[src/rtl/seq_slice_adder.sv]
// Multi-cycle two's-complement adder/subtractor that adds WIDTH-bit operands
// SLICE bits per cycle, LSB slice first, behind a start/busy/done handshake.
module seq_slice_adder #(
  parameter int WIDTH = 32,
  parameter int SLICE = 8
) (
  input  logic             clk,
  input  logic             rst_n,
  input  logic             start,
  input  logic [WIDTH-1:0] a,
  input  logic [WIDTH-1:0] b,
  input  logic             cin,
  input  logic             sub,
  output logic             busy,
  output logic             done,
  output logic [WIDTH-1:0] sum,
  output logic             cout,
  output logic             ovf
);

  localparam int NSLICE = WIDTH / SLICE;
  localparam int CNT_W  = (NSLICE > 1) ? $clog2(NSLICE) : 1;
  localparam logic [CNT_W-1:0] LAST_CNT = CNT_W'(NSLICE - 1);

  typedef enum logic [1:0] {
    ST_IDLE = 2'd0,
    ST_RUN  = 2'd1,
    ST_DONE = 2'd2
  } state_t;

  state_t             state_r;
  logic [WIDTH-1:0]   opa_r;
  logic [WIDTH-1:0]   opb_r;
  logic [WIDTH-1:0]   acc_r;
  logic               carry_r;
  logic [CNT_W-1:0]   cnt_r;
  logic               busy_r;
  logic               done_r;
  logic [WIDTH-1:0]   sum_r;
  logic               cout_r;
  logic               ovf_r;

  logic [SLICE:0]     slice_s;
  logic [WIDTH-1:0]   slice_ext_s;
  logic [WIDTH-1:0]   acc_next_s;
  logic               msb_cin_s;

  // Slice adder plus accumulator shift; the new slice enters at the MSB end.
  always_comb begin
    slice_s     = {1'b0, opa_r[SLICE-1:0]} + {1'b0, opb_r[SLICE-1:0]}
                + {{SLICE{1'b0}}, carry_r};
    slice_ext_s = '0;
    slice_ext_s[SLICE-1:0] = slice_s[SLICE-1:0];
    acc_next_s  = (acc_r >> SLICE) | (slice_ext_s << (WIDTH - SLICE));
    // Carry into the top bit of the slice; only meaningful on the last slice.
    msb_cin_s   = slice_s[SLICE-1] ^ opa_r[SLICE-1] ^ opb_r[SLICE-1];
  end

  // Control FSM, datapath registers and registered result outputs.
  always_ff @(posedge clk or negedge rst_n) begin
    if (!rst_n) begin
      state_r <= ST_IDLE;
      opa_r   <= '0;
      opb_r   <= '0;
      acc_r   <= '0;
      carry_r <= 1'b0;
      cnt_r   <= '0;
      busy_r  <= 1'b0;
      done_r  <= 1'b0;
      sum_r   <= '0;
      cout_r  <= 1'b0;
      ovf_r   <= 1'b0;
    end else begin
      case (state_r)
        ST_IDLE, ST_DONE: begin
          done_r <= 1'b0;
          if (start) begin
            opa_r   <= a;
            opb_r   <= sub ? ~b : b;
            carry_r <= cin ^ sub;
            acc_r   <= '0;
            cnt_r   <= '0;
            busy_r  <= 1'b1;
            state_r <= ST_RUN;
          end else begin
            busy_r  <= 1'b0;
            state_r <= ST_IDLE;
          end
        end
        ST_RUN: begin
          acc_r   <= acc_next_s;
          opa_r   <= opa_r >> SLICE;
          opb_r   <= opb_r >> SLICE;
          carry_r <= slice_s[SLICE];
          if (cnt_r == LAST_CNT) begin
            sum_r   <= acc_next_s;
            cout_r  <= slice_s[SLICE];
            ovf_r   <= msb_cin_s ^ slice_s[SLICE];
            busy_r  <= 1'b0;
            done_r  <= 1'b1;
            state_r <= ST_DONE;
          end else begin
            cnt_r   <= cnt_r + CNT_W'(1);
            busy_r  <= 1'b1;
            done_r  <= 1'b0;
            state_r <= ST_RUN;
          end
        end
        default: begin
          busy_r  <= 1'b0;
          done_r  <= 1'b0;
          state_r <= ST_IDLE;
        end
      endcase
    end
  end

  assign busy = busy_r;
  assign done = done_r;
  assign sum  = sum_r;
  assign cout = cout_r;
  assign ovf  = ovf_r;

endmodule
[config.mk]
export PLATFORM = sky130hd
export DESIGN_NAME = seq_slice_adder
export DESIGN_NICKNAME = d
export VERILOG_FILES = /design/src/rtl/seq_slice_adder.sv
export SDC_FILE = /design/constraint.sdc
export NUM_CORES = 1
export LEC_CHECK = 0
export CORE_AREA = 3 3 153 155
export DETAILED_ROUTE_END_ITERATION = 10
export DIE_AREA = 0 0 156 158
export GPL_ROUTABILITY_DRIVEN = 0
export SYNTH_ARGS = -nofsm -noshare
export SYNTH_HDL_FRONTEND = slang
export SYNTH_SLANG_ARGS = --single-unit
[constraint.sdc]
create_clock -name clk -period 3 [get_ports clk]
set_input_delay 0.75 -clock clk [delete_from_list [all_inputs] [get_ports clk]]
set_output_delay 0.75 -clock clk [all_outputs]
set_load 0.01 [all_outputs]
==> metrics, run 1 <==
CTS clock-pin slew for the worst setup and hold paths=0.06 ns; RSZ-0062 raised after global routing=no; Bufs on Longest Clock Path=2; # setup viols final=0; synthesis-to-finish area growth=36.4%; CP Launch Type=flop; final hold vios=0; cell area after layout=7530 um^2; register area=3180 um^2; Initial Util=25.1%; CP Capture Type=flop; Post CTS Setup Buffer Count=0; worst r2r path cells=8; R2R Setup Slk=0.62 ns; Max-Cap Viols=0; Die Width=156 um; Worst Setup Path Type=flop to flop; initial antenna violation count=1; mapped cell area=5520 um^2; CP top delay family=compound AO/OA/AOI/OAI gates; First-pass DRT Iterations=4; Slew @ Worst Pin=0.829 ns; CTS tree=done; cts hold-fix bufs=0; Worst Hold Class=input port to async pin; sequential share of the synthesized area=57.6%; DP Worst Slack=0.386 ns; EDFF count, synth=0; clock group share of total power=25.8%; Core Footprint=22000 um^2; H-tree levels=4; peak supply drop=0.465 mV; Pleak=3.32 nW; CP peak stage delay=0.44 ns; worst skew pair latency=0.41 ns; # clock sinks=127; Post-Syn Instances=473; row count=54; Switching Power=0.00299 W; crit-path most repeated cell=fa_1; outcome=finished clean; ys flop type=dfrtp_1; combinational share of power=39.1%; end of the worst register-to-register path=ovf$_DFFE_PN0P_; multi-input logic area=2200 um^2; clock root buffer=clkbuf_16; vias in the first global route=3881; cts repair resizes=0; DIE HEIGHT=158 um; Reg power frac=35.1%; worst path bufs/invs=1; Worst Path Max Fanout=3; Final HPWL DP=9.41 mm; total global-route track usage=11.2%; sw frac=35.1%; Yosys top cell area share=57.6%; DRC viols=0; most frequent cells in the layout=dfrtp_1 (127), clkdlybuf4s50_1 (102), nand2_1 (70), xnor2_1 (35), a22o_1 (29); syn_nets=552; fillers=2173; first-pass GRT wire length=21.5 mm; Post-synth ARST share=100%; PwrDens=1130 nW/um^2; origin of the critical flop-to-flop path=opb_r[0]$_DFFE_PN0P_; Final Max Slew Viols=0; cell accounting for the most synthesized area=dfrtp_1; port bufs=104; CTS Buf Count=17; Power, Total=0.00852 W; YS warnings=0; Ports=105; Clock Skews=0.00832 ns; fin crit share=79.4%; Die Area=24600 um^2; Routed Antenna Nets=0; Final WS setup=0.619 ns; Setup TNS=0 ns; routed wire length=13.4 mm; grt ovf=0; 1st-iter DRT viols=192; Vias/cell=4.53; layout net count=653; layout cell share with drive strength beyond 1=12.9%; min Tclk post-route=2.38 ns; Seq cells post-synth=127; Cell variety after synth=35; Slew HR=44.6%; WL per Instance=15.4 um; Crit-path slowest cell=fa_1; Synth area leaders=dfrtp_1 (58%), xnor2_1 (5.6%), mux2_2 (5.5%), nand2_1 (4.8%), a221o_1 (4.7%); largest net degree at the start of global routing=59; internal power=0.00553 W; commonest non-fill, non-tap cell in the layout=dfrtp_1; routed vias=3934; CP Data Arrival Time=2.72 ns; Required @ worst endpoint=3.33 ns; Post-DP Area=6890 um^2; Synth Area per Inst=11.7 um^2; Fmax achieved=0.420 GHz; CP cell instances=fa_1 > inv_1 > fa_1 > nor2b_1 > o211a_1 > or3_1 > a221o_1 > o211ai_2
[power by group through the flow]
stage | clock network [W] | logic (W) | registers, W
after floorplan | 0 | 0.00212 | 0.00295
after global placement | 0 | 0.00330 | 0.00300
after detailed placement | 0 | 0.00337 | 0.00302
after CTS | 0.00225 | 0.00338 | 0.00300
after global routing | 0.00233 | 0.00370 | 0.00309
final | 0.00220 | 0.00333 | 0.00299
[state kept, by name, summed over array words and instances (netlist names)]
register / flops
opa_r: 32
opb_r: 32
sum: 32
acc_r: 24
cnt_r: 2
carry_r: 1
cout: 1
done: 1
ovf: 1
state_r: 1
[area by class of cell]
cell class                 count  area share [%]
tap                          280            4.65
sequential                   127            42.2
inverter                       7           0.349
multi-input combinational    307            29.2
clock buffer                  17            5.65
timing repair buffer         114            15.1
clock inverter                15            2.79
antenna                        1          0.0332
[through the flow]
step           util [%]  hold slack (ns)  instances
6_report           34.3            0.271        868
5_1_grt            34.3            0.292        868
4_1_cts            34.3            0.271        867
3_5_place_dp       31.4            0.463        835
3_3_place_gp       31.4            0.458        835
2_1_floorplan         -            0.446        473
[worst max-delay path by stage]
stage                                     from               endpoint  slack, ns  depth (start not counted)
after global placement                   start  acc_r[30]$_DFFE_PN0P_       0.40                          6
after detailed placement                 start  acc_r[28]$_DFFE_PN0P_       0.39                          5
after global routing      opa_r[0]$_DFFE_PN0P_        ovf$_DFFE_PN0P_       0.45                          8
after floorplan           opa_r[0]$_DFFE_PN0P_        ovf$_DFFE_PN0P_       0.76                          8
after CTS                 opa_r[0]$_DFFE_PN0P_        ovf$_DFFE_PN0P_       0.61                          8
final                     opb_r[0]$_DFFE_PN0P_        ovf$_DFFE_PN0P_       0.62                          8
[synthesized netlist by cell type, types with 2 or more instances]
library cell,count
nor2b_1,3
xnor2_1,35
inv_1,6
a211oi_1,2
o211a_1,3
nor3_1,2
o21ai_0,19
o31ai_1,3
ha_1,8
a221o_1,26
a22oi_1,24
buf_2,10
a21o_1,2
nand2_1,70
a21oi_1,5
a22o_1,29
dfrtp_1,127
nand2b_1,2
fa_1,2
nor2_1,29
xor2_1,2
o21a_1,5
clkbuf_1,20
buf_1,2
mux2_2,27
[kinds of logic (layout without fill, tap and decap cells)]
| group | count (synthesis) | in the layout | share of synthesized area, % |
|---|---|---|---|
| buf+inv | 39 | 153 | 2.88 |
| simple gates | 111 | 111 | 8.05 |
| mux | 27 | 27 | 5.51 |
| other cells | 0 | 1 | 0 |
| compound gates | 122 | 122 | 17.6 |
| flops | 127 | 127 | 57.6 |
| xor+xnor | 37 | 37 | 5.87 |
| fa+ha+maj | 10 | 10 | 2.54 |
[worst register-to-register path, stage by stage, from the launching register on]
cell	delay (ns)
dfrtp_1	0.42
fa_1	0.44
inv_1	0.09
fa_1	0.21
nor2b_1	0.09
o211a_1	0.25
or3_1	0.39
a221o_1	0.34
o211ai_2	0.07
[per-layer routing]
metal	GRT usage [%]	vias to the layer above	wire length, um
met1	15.2	1906	6430
met4	4.12	0	188
met2	17.2	100	6120
met3	3.12	16	656
met5	0	-	0
li1	-	1912	-
No activity file was read; power rests on OpenSTA's default activity.
==> run 2: changes to the inputs <==
==> constraint.sdc (replaced) <==
create_clock -name clk -period 2.1 [get_ports clk]
set_input_delay 0.525 -clock clk [delete_from_list [all_inputs] [get_ports clk]]
set_output_delay 0.525 -clock clk [all_outputs]
set_load 0.01 [all_outputs]
==> run 2 against run 1 <==
  * Critical endpoint unchanged
  * Routed wire length is 1.3% higher
  * Sequential cell count stayed put
  * Via count is 0.41% higher
  * Highest routed layer unchanged
  * The flow now finishes with violations (setup timing)
  * Sequential power is 43% higher
  * Register-to-register slack worse by 0.66 ns
==> metrics, run 2 (same netlist as run 1, synthesis figures left out) <==
Routed Antenna Nets=0 (unchanged); multi-input logic area=2220 um^2 (+1.0%); Ports=105 (unchanged); combinational share of power=40.8% (+1.7 points); Slew @ Worst Pin=0.543 ns (-0.286 ns); Reg power frac=35.1% (about the same); vias in the first global route=3852 (-0.75%); # clock sinks=127 (unchanged); Final Max Slew Viols=0 (unchanged); R2R Setup Slk=-0.04 ns (-0.66 ns); CP Data Arrival Time=2.47 ns (-0.25 ns); initial antenna violation count=0 (-1); first-pass GRT wire length=21.8 mm (+1.3%); peak supply drop=0.640 mV (+37%); CP Capture Type=flop; min Tclk post-route=2.14 ns (-0.243 ns); Fmax achieved=0.468 GHz (+11%); fillers=2172 (-0.046%); grt ovf=0 (unchanged); Bufs on Longest Clock Path=2 (unchanged); clock group share of total power=24.1% (-1.7 points); # setup viols final=1 (+1); Final HPWL DP=9.56 mm (+1.6%); Core Footprint=22000 um^2 (unchanged); H-tree levels=4 (unchanged); final hold vios=0 (unchanged); clock root buffer=clkbuf_16; Vias/cell=4.50 (-0.62%); Worst Path Max Fanout=3 (unchanged); Worst Hold Class=input port to async pin; most frequent cells in the layout=dfrtp_1 (127), clkdlybuf4s50_1 (102), nand2_1 (70), xnor2_1 (35), a22o_1 (29); Placed Cells incl. Taps=845 (+1.2%); Die Area=24600 um^2 (unchanged); RSZ-0062 raised after global routing=yes; DRC viols=0 (unchanged); routed wire length=13.6 mm (+1.3%); Die Width=156 um (unchanged); CTS tree=done; sw frac=34.6% (-0.49 points); Initial Util=25.1% (unchanged); failing checks=setup timing; port bufs=104 (unchanged); register area=3180 um^2 (unchanged); fin cells=877 (+1.0%); Switching Power=0.00424 W (+42%); fin crit share=102% (+22 points); 1st-iter DRT viols=213 (+11%); layout net count=664 (+1.7%); Worst Setup Path Type=flop to flop; internal power=0.00800 W (+45%); commonest non-fill, non-tap cell in the layout=dfrtp_1; Slew HR=63.8% (+19 points); outcome=finished, violations left; Pleak=3.38 nW (+1.8%); PwrDens=1600 nW/um^2 (+41%); Final WS setup=-0.0388 ns (-0.657 ns); layout cell share with drive strength beyond 1=15.4% (+2.5 points); cell area after layout=7650 um^2 (+1.6%); CP Launch Type=flop; CTS clock-pin slew for the worst setup and hold paths=0.06 ns (about the same); First-pass DRT Iterations=4 (unchanged); Max-Cap Viols=0 (unchanged); Clock Skews=0.00774 ns (-0.000576 ns); WL per Instance=15.5 um (+0.26%); Post-DP Area=7020 um^2 (+1.9%); row count=54 (unchanged); total global-route track usage=11.5% (+0.26 points); Required @ worst endpoint=2.43 ns (-0.90 ns); largest net degree at the start of global routing=52 (-12%); routed vias=3950 (+0.41%); synthesis-to-finish area growth=38.6%; # diodes=0 (-1); CTS Buf Count=17 (unchanged); DIE HEIGHT=158 um (unchanged); worst skew pair latency=0.41 ns (about the same)
[run 2: cell count changes in the layout (fill, tap and decap cells not counted), sizes merged]
cell / before / now
clkinvlp: 2 / 3
diode: 1 / 0
clkinv: 6 / 4
clkbuf: 17 / 23
bufinv: 4 / 2
inv: 10 / 6
buf: 12 / 23
[run 2: cell type report]
cell class | instances | share of cell area, %
Clock inverter | 8 | 1.37
Tap cell | 280 | 4.58
Clock buffer | 23 | 6.51
Multi-Input combinational cell | 307 | 29.0
Sequential cell | 127 | 41.5
Inverter | 7 | 0.343
Timing Repair Buffer | 125 | 16.6
[run 2: critical path, cell delays in order, from the launching register on]
cell	delay [ns]
dfrtp_1	0.40
fa_2	0.40
inv_2	0.07
fa_2	0.21
nor2b_2	0.05
o211a_1	0.23
or3_4	0.33
a221o_1	0.31
o211ai_2	0.07
[run 2: worst paths after layout]
check | start | end | depth (start not counted)
min in group clk | opa_r[9]$_DFFE_PN0P_ | opa_r[9]$_DFFE_PN0P_ | 2
worst max register to register | opa_r[0]$_DFFE_PN0P_ | ovf$_DFFE_PN0P_ | 8
worst min register to register | opa_r[9]$_DFFE_PN0P_ | opa_r[9]$_DFFE_PN0P_ | 2
worst min-delay path | rst_n | sum[15]$_DFFE_PN0P_ | 1
max in group asynchronous | rst_n | opb_r[27]$_DFFE_PN0P_ | 2
worst max-delay path | opa_r[0]$_DFFE_PN0P_ | ovf$_DFFE_PN0P_ | 8
[run 2: routing by layer]
| metal | GRT usage [%] | part of all wire, % | wire length, um |
|---|---|---|---|
| met2 | 16.5 | 45 | 6050 |
| met4 | 3.91 | 1.8 | 243 |
| met5 | 0 | 0 | 0 |
| met3 | 3.96 | 5.4 | 739 |
| met1 | 16.1 | 48 | 6540 |
[run 2: power by group through the flow]
stage | clock network, W | logic, W | registers, W
5_1_grt | 0.00313 | 0.00560 | 0.00442
3_5_place_dp | 0 | 0.00496 | 0.00433
6_report | 0.00295 | 0.00499 | 0.00429
2_1_floorplan | 0 | 0.00304 | 0.00421
4_1_cts | 0.00303 | 0.00502 | 0.00430
3_3_place_gp | 0 | 0.00488 | 0.00431
[run 2: repair_timing]
action	CTS	global route
setup endpoints to repair	1	3
setup buffers	1	0
hold buffers	0	0
gates resized for setup	2	3
pin swaps	1	1
[run 2: stage by stage]
stage / setup TNS (ns) / power (W) / worst slack (ns) / hold slack [ns] / util, %
floorplan: 0 / 0.00725 / 0.0110 / 0.229 / -
global placement: -0.0278 / 0.00919 / -0.0278 / 0.458 / 32.0
detailed placement: -0.0454 / 0.00929 / -0.0454 / 0.463 / 32.0
CTS: -0.0296 / 0.0123 / -0.0296 / 0.0677 / 34.8
global route: -0.106 / 0.0132 / -0.106 / 0.0773 / 34.8
finish: -0.0388 / 0.0122 / -0.0388 / 0.0467 / 34.8
==> run 3: changes to the inputs <==
--- a/config.mk
+++ b/config.mk
@@ -8,7 +8,9 @@
 export CORE_AREA = 3 3 153 155
 export DETAILED_ROUTE_END_ITERATION = 10
 export DIE_AREA = 0 0 156 158
+export DONT_BUFFER_PORTS = 1
 export GPL_ROUTABILITY_DRIVEN = 0
+export MAX_ROUTING_LAYER = met4
 export SYNTH_ARGS = -nofsm -noshare
 export SYNTH_HDL_FRONTEND = slang
 export SYNTH_SLANG_ARGS = --single-unit
==> run 3 against run 2 <==
  * The flow finishes with violations (hold timing, setup timing)
  * First-iteration DRC count up 5.2%
  * Cell count decreased by 13%
  * Global-route usage is essentially flat
  * Final area is 16% lower
  * Sequential cell count did not move
  * Critical path depth unchanged
  * Non-clock buffer count decreased by 111
  * Setup slack got worse by 0.050 ns
  * Critical path type unchanged
  * Largest cell class unchanged
  * Via count is 7.8% lower
  * Clock-buffer cell count decreased by 2
==> metrics, run 3 (same netlist as run 1, synthesis figures left out) <==
CTS clock-pin slew for the worst setup and hold paths=0.06 ns (about the same); vias in the first global route=3719 (-3.5%); CP Capture Type=flop; initial antenna violation count=0 (unchanged); Worst Path Max Fanout=3 (unchanged); Slew HR=70.9% (+7.1 points); # setup viols final=1 (unchanged); Final WS setup=-0.0889 ns (-0.0501 ns); CTS Buf Count=17 (unchanged); CP Launch Type=flop; Die Area=24600 um^2 (unchanged); PwrDens=1750 nW/um^2 (+9.6%); First-pass DRT Iterations=5 (+1); Slew @ Worst Pin=0.436 ns (-0.107 ns); most frequent cells in the layout=dfrtp_1 (127), nand2_1 (70), xnor2_1 (35), a22o_1 (29); Clock Skews=0.00803 ns (+0.000282 ns); 1st-iter DRT viols=224 (+5.2%); Fmax achieved=0.457 GHz (-2.3%); worst skew pair latency=0.41 ns (about the same); routed vias=3642 (-7.8%); CP Data Arrival Time=2.52 ns (+0.05 ns); Setup TNS=-0.0889 ns (-0.0501 ns); largest net degree at the start of global routing=128 (+150%); Initial Util=25.1% (unchanged); layout cell share with drive strength beyond 1=16.7% (+1.3 points); Placed Cells incl. Taps=734 (-13%); Pleak=2.90 nW (-14%); Worst Setup Path Type=flop to flop; # clock sinks=127 (unchanged); Bufs on Longest Clock Path=2 (unchanged); Core Footprint=22000 um^2 (unchanged); Final Max Slew Viols=0 (unchanged); min Tclk post-route=2.19 ns (+0.0501 ns); failing checks=hold timing, setup timing; outcome=finished, violations left; total global-route track usage=11.5% (about the same); Required @ worst endpoint=2.43 ns (about the same); peak supply drop=0.839 mV (+31%); fin cells=766 (-13%); CTS tree=done; H-tree levels=4 (unchanged); Routed Antenna Nets=0 (unchanged); fin crit share=104% (+2.4 points); routed wire length=13.5 mm (-0.68%); row count=54 (unchanged); DRC viols=0 (unchanged); Hold WS=-0.187 ns (-0.234 ns); clock root buffer=clkbuf_16; Worst Hold Class=input port to async pin; multi-input logic area=2220 um^2 (-0.11%); DIE HEIGHT=158 um (unchanged); register area=3180 um^2 (unchanged); fillers=2258 (+4.0%); Vias/cell=4.75 (+5.6%); synthesis-to-finish area growth=17.0%; first-pass GRT wire length=21.1 mm (-3.1%); grt ovf=0 (unchanged); # diodes=0 (unchanged); WL per Instance=17.6 um (+14%); commonest non-fill, non-tap cell in the layout=dfrtp_1; RSZ-0062 raised after global routing=yes; port bufs=0 (-100%); Max-Cap Viols=0 (unchanged); Final HPWL DP=9.26 mm (-3.2%); final hold vios=127 (+127); layout net count=553 (-17%); Die Width=156 um (unchanged); Ports=105 (unchanged)
run 3: changes by cell type in the layout (fill, tap and decap cells not counted), sizes merged:
cell,previous run,this run
clkbuf,23,21
buf,23,14
clkinv,4,6
clkdlybuf4s50,102,0
run 3: critical path, cell delays in order (launching register included):
cell	delay [ns]
dfrtp_1	0.40
fa_2	0.42
inv_2	0.07
fa_2	0.20
nor2b_2	0.06
o211a_1	0.25
or3_4	0.34
a221o_1	0.31
o211ai_2	0.07
run 3: layout make-up:
| class | count | share of cell area (%) |
|---|---|---|
| Inverter | 7 | 0.407 |
| Tap cell | 280 | 5.43 |
| Sequential cell | 127 | 49.2 |
| Clock buffer | 21 | 6.98 |
| Multi-Input combinational cell | 307 | 34.4 |
| Clock inverter | 10 | 1.78 |
| Timing Repair Buffer | 14 | 1.82 |
run 3: worst paths after layout:
path	cells after the start	from	end	slack [ns]
worst min register to register	2	opa_r[11]$_DFFE_PN0P_	opa_r[11]$_DFFE_PN0P_	0.48
min in group clk	2	a[23]	opa_r[23]$_DFFE_PN0P_	0.25
worst min-delay path	0	rst_n	sum[15]$_DFFE_PN0P_	-0.19
worst max register to register	8	opa_r[0]$_DFFE_PN0P_	ovf$_DFFE_PN0P_	-0.09
worst max-delay path	8	opa_r[0]$_DFFE_PN0P_	ovf$_DFFE_PN0P_	-0.09
max in group asynchronous	0	rst_n	opb_r[16]$_DFFE_PN0P_	2.09
run 3: routing by layer:
layer  routed length, um  GRT usage [%]  vias to the layer above  part of all wire [%]
met5                   0              -                        -                     0
met4                 232           4.33                        0                   1.7
met3                 813           3.72                       14                   6.0
met2                6290           17.4                      104                    47
met1                6150           14.3                     1819                    46
li1                    -              -                     1705                     -
run 3: report_power, final:
part | total [W] | internal (W) | switching [W]
combinational | 0.00398 | 0.00186 | 0.00212
sequential | 0.00453 | 0.00355 | 0.000977
clock | 0.00282 | 0.00177 | 0.00105
total | 0.0113 | 0.00718 | 0.00415
run 3: repair_timing:
item / in CTS / in global routing
endpoints found under the hold margin: 127 / 127
buffers inserted: 0 / 1
endpoints found under the setup margin: 3 / 6
gates resized for setup: 1 / 4
pin swaps: 0 / 3
run 3: metrics by stage:
stage / setup slack [ns] / cell area [um^2] / power (W) / util (%)
6_report: -0.0889 / 6460 / 0.0113 / 29.4
5_1_grt: -0.158 / 6460 / 0.0121 / 29.4
4_1_cts: -0.0801 / 6440 / 0.0114 / 29.3
3_5_place_dp: -0.0893 / 5870 / 0.00850 / 26.7
3_3_place_gp: -0.0118 / 5870 / 0.00832 / 26.7
2_1_floorplan: 0.0110 / 5520 / 0.00725 / -
